`src/rtl/debounce_sync.sv`:
```
// Debounces a raw asynchronous input: 2-flop synchronizer, stability counter and
// a 4-state FSM producing a clean level plus single-cycle rise/fall pulses.
module debounce_sync #(
    parameter int STABLE_CYCLES = 8,
    parameter int CNT_W         = $clog2(STABLE_CYCLES)
) (
    input  logic clk,
    input  logic rst_n,
    input  logic din,
    output logic q,
    output logic qbar,
    output logic rise,
    output logic fall
);

    typedef enum logic [1:0] {
        LOW       = 2'd0,
        WAIT_HIGH = 2'd1,
        HIGH      = 2'd2,
        WAIT_LOW  = 2'd3
    } state_t;

    localparam logic [CNT_W-1:0] CNT_LAST = CNT_W'(STABLE_CYCLES - 1);
    localparam logic [CNT_W-1:0] CNT_ONE  = CNT_W'(1);

    state_t           state_q, state_d;
    logic [CNT_W-1:0] cnt_q, cnt_d;
    logic             s1_q, s1_d;
    logic             s2_q, s2_d;
    logic             q_q, q_d;
    logic             qbar_q, qbar_d;
    logic             rise_q, rise_d;
    logic             fall_q, fall_d;

    always_comb begin
        s1_d    = din;
        s2_d    = s1_q;
        state_d = state_q;
        cnt_d   = cnt_q;
        q_d     = q_q;
        rise_d  = 1'b0;
        fall_d  = 1'b0;

        case (state_q)
            LOW: begin
                if (s2_q) begin
                    state_d = WAIT_HIGH;
                    cnt_d   = CNT_ONE;
                end else begin
                    cnt_d   = '0;
                end
            end
            WAIT_HIGH: begin
                // A return to the old level wins over a count that would complete.
                if (!s2_q) begin
                    state_d = LOW;
                    cnt_d   = '0;
                end else if (cnt_q == CNT_LAST) begin
                    state_d = HIGH;
                    q_d     = 1'b1;
                    rise_d  = 1'b1;
                    cnt_d   = '0;
                end else begin
                    cnt_d   = cnt_q + CNT_ONE;
                end
            end
            HIGH: begin
                if (!s2_q) begin
                    state_d = WAIT_LOW;
                    cnt_d   = CNT_ONE;
                end else begin
                    cnt_d   = '0;
                end
            end
            WAIT_LOW: begin
                if (s2_q) begin
                    state_d = HIGH;
                    cnt_d   = '0;
                end else if (cnt_q == CNT_LAST) begin
                    state_d = LOW;
                    q_d     = 1'b0;
                    fall_d  = 1'b1;
                    cnt_d   = '0;
                end else begin
                    cnt_d   = cnt_q + CNT_ONE;
                end
            end
            default: begin
                state_d = LOW;
                cnt_d   = '0;
                q_d     = 1'b0;
            end
        endcase

        qbar_d = ~q_d;
    end

    always_ff @(posedge clk or negedge rst_n) begin
        if (!rst_n) begin
            s1_q    <= 1'b0;
            s2_q    <= 1'b0;
            state_q <= LOW;
            cnt_q   <= '0;
            q_q     <= 1'b0;
            qbar_q  <= 1'b1;
            rise_q  <= 1'b0;
            fall_q  <= 1'b0;
        end else begin
            s1_q    <= s1_d;
            s2_q    <= s2_d;
            state_q <= state_d;
            cnt_q   <= cnt_d;
            q_q     <= q_d;
            qbar_q  <= qbar_d;
            rise_q  <= rise_d;
            fall_q  <= fall_d;
        end
    end

    assign q    = q_q;
    assign qbar = qbar_q;
    assign rise = rise_q;
    assign fall = fall_q;

endmodule

```
`config.mk`:
```
export PLATFORM = sky130hd
export DESIGN_NAME = debounce_sync
export DESIGN_NICKNAME = d
export VERILOG_FILES = /design/src/rtl/debounce_sync.sv
export SDC_FILE = /design/constraint.sdc
export NUM_CORES = 1
export LEC_CHECK = 0
export ABC_CLOCK_PERIOD_IN_PS = 1510
export BUFFER_PORTS_ARGS = -buffer_cell sky130_fd_sc_hd__buf_2
export CAP_MARGIN = 15
export CORE_AREA = 8 8 45 47
export DETAILED_ROUTE_END_ITERATION = 10
export DIE_AREA = 0 0 53 55
export PLACE_DENSITY = 0.52
export SLEW_MARGIN = 40
export SYNTH_ARGS = -nofsm -noshare
export SYNTH_HDL_FRONTEND = slang
export SYNTH_SLANG_ARGS = --single-unit
```
`constraint.sdc`:
```
create_clock -name clk -period 1.51 [get_ports clk]
set_input_delay 0.2265 -clock clk [delete_from_list [all_inputs] [get_ports clk]]
set_output_delay 0.2265 -clock clk [all_outputs]
set_load 0.01 [all_outputs]
```
==> impl_metrics.csv <==
group,metric,value,unit
timing,hold_viol,0,
synthesis,synth_cell_types,15,
routing,ant_nets,0,
global_routing,grt_pass1_wl,1062,um
cts,cts_max_path_buffers,2,
worst_hold_path,hold_class,"in2reg",
global_routing,grt_max_degree,12,
setup_path,cp-startpoint,"cnt_q[0]",
setup_path,r2r_slack,140,ps
floorplan,dieArea,2915,um2
cts,clkLatencyLatePin,260,ps
worst_hold_path,whs_path_depth,1,
setup_path,crit_required,1650,ps
cts,cts_max_level,1,
routing,firstDrtPassIters,4,
floorplan,core_area,1384,um2
setup_path,arrival,1510,ps
cts,post_cts_buffers,0,
synthesis,ys_seq_elements,11,
pwr,p_leak,0.2491,nW
setup_path,path_max_fanout,4,
cells_and_area,utilization,35.62,%
cells_and_area,area_growth,16.91,%
routing,dr.first_iter.drc_count,3,
global_routing,grt-ovfl-total,0,
timing,slew_headroom,83.65,%
placement,gp_congestion,0.6279,
cells_and_area,nNetsFinal,44,
setup_path,end_kind,"flip-flop",
cts,numCtsBuffers,3,
placement,io_buffers,6,
job,maxCapViolCount,0,
placement,hpwl,502.7,um
outcome,status,"completed",
timing,fin_crit_sh,90.75,%
setup_path,worstSetupStartpointType,"flip-flop",
synthesis,syn_area_per_cell,14.54,um2
cells_and_area,drive_gt1_share,34.21,%
synthesis,synth-simple-area-share,9.199,%
global_routing,grt_antenna_before_repair,0,
synthesis,synthMuxAreaShare,3.561,%
synthesis,synth_top_family_by_area,"simple AND/OR/NAND/NOR gates",
synthesis,synthCells,29,
routing,drcViolationCount,0,
setup_path,criticalPathCategory,"reg2reg",
worst_hold_path,whs_endpoint,"s1_q",
timing,fin_crit,1370,ps
routing,vias,248,
routing,routedWlPerCell,11.91,um
global_routing,grt_pass1_vias,251,
synthesis,netlist_area,421.7,um2
pwr,p_per_area,1061,nW/um2
timing,drv_slew,0,
floorplan,die_h,55,um
global_routing,grt_usage,4.912,%
timing,finalSetupTns,0,ps
worst_hold_path,min-delay-start,"din",
timing,setup_viol_count_final,0,
cells_and_area,fillers,136,
synthesis,synth.top_cell.area_share,59.35,%
synthesis,synth.largest_area_cell,"dfrtp_1",
cts,cts_tree,"built",
timing,rsz0062_at_grt,"false",
pwr,peakVddDrop,0.5136,mV
setup_path,worstReg2RegStart,"cnt_q[0]",
timing,tightest_slew,245.3,ps
synthesis,synthTopCellsByArea,"dfrtp_1, dfstp_2, ha_1",
synthesis,syn_nets,34,
cts,cts.clk_slew.worst_paths,70,ps
timing,fmax,0.7297,GHz
floorplan,die_x,53,um
synthesis,synth_seq_area_share,65.58,%
cts,clock-sinks,11,
timing,skew,3.794,ps
synthesis,ys_warn_count,0,
routing,drt_wl_total,643,um
floorplan,start_util,30.47,%
synthesis,synth_compound_area_share,8.012,%
synthesis,synthXorXnorAreaFrac,4.154,%
routing,viasPerCell,4.593,
pwr,p_total,0.0005232,W
floorplan,ios,7,
synthesis,synth_adder_area_share,5.935,%
setup_path,r2r_cells,4,
cts,cts_root_buffer,"clkbuf_4",
floorplan,rows,14,
cells_and_area,num_antenna_cells,0,
-- layer usage --
metal / up-vias / part of all wire [%] / global-route usage, %
met2: 12 / 44 / 7.617
met4: 0 / 0 / 2.586
li1: 119 / - / -
met1: 117 / 44 / 5.313
met5: - / 0 / 0
met3: 0 / 12 / 2.674
-- report_power, final --
part	switching [W]	total [W]	internal (W)
combinational	0.0000111	0.0000213	0.0000102
clock	0.0000885	0.000191	0.000102
sequential	0.00000806	0.000311	0.000303
-- through the flow --
| step | hold WS [ps] | std cells | worst slack, ps | instance area, um2 |
|---|---|---|---|---|
| after floorplan | -69.09 | 29 | 232.1 | 421.7 |
| after global placement | 95.27 | 49 | 187.0 | 456.7 |
| after detailed placement | 102.5 | 49 | 154.2 | 456.7 |
| after CTS | 62.15 | 54 | 135.1 | 493.0 |
| after global routing | 62.72 | 54 | 89.17 | 493.0 |
| final | 73.01 | 54 | 139.7 | 493.0 |
-- cells in the final DEF, fill, tap and decap left out, types with 2 or more instances in the layout --
master    count
clkbuf_4      3
nor3b_1       2
a21oi_1       3
ha_1          2
dfrtp_1      10
buf_2         6
-- Yosys cell counts, drive strengths merged --
master / instances
and4b: 1
nor3b: 2
dfrtp: 10
buf: 2
a31oi: 1
mux2: 1
xor2: 1
nand2: 1
o21ai: 1
xnor2: 1
a21o: 1
a21oi: 3
ha: 2
dfstp: 1
and3: 1
-- what timing repair did --
action,in CTS,in global routing
resized for setup,0,0
hold endpoints to repair,10,0
hold buffers,1,0
-- worst max-delay path by stage --
stage | endpoint | cells past startpoint
final | flip-flop | 4
after floorplan | flip-flop | 4
after CTS | flip-flop | 4
after global routing | flip-flop | 4
after global placement | flip-flop | 4
after detailed placement | flip-flop | 4
-- worst max-delay path: stages (launching register included) --
cell and delay [ps]:
dfrtp_1 390, ha_1 210, ha_1 240, nand2_2 130, mux2_4 300
-- kinds of logic after synthesis --
family                     count (synthesis)
xor gates and xnor gates                   2
AOI/OAI and AO/OA                          6
and+or+nand+nor                            5
adders and majority gates                  2
muxes                                      1
buffers and inverters                      2
DFF                                       11
-- area by class of cell --
type	instances	area, um2	share of cell area, %
Clock buffer	4	26.28	5.330
Sequential cell	11	276.5	56.09
Timing Repair Buffer	7	40.04	8.122
Multi-Input combinational cell	16	130.1	26.40
Tap cell	16	20.02	4.061
(Power assumes the default switching activity.)
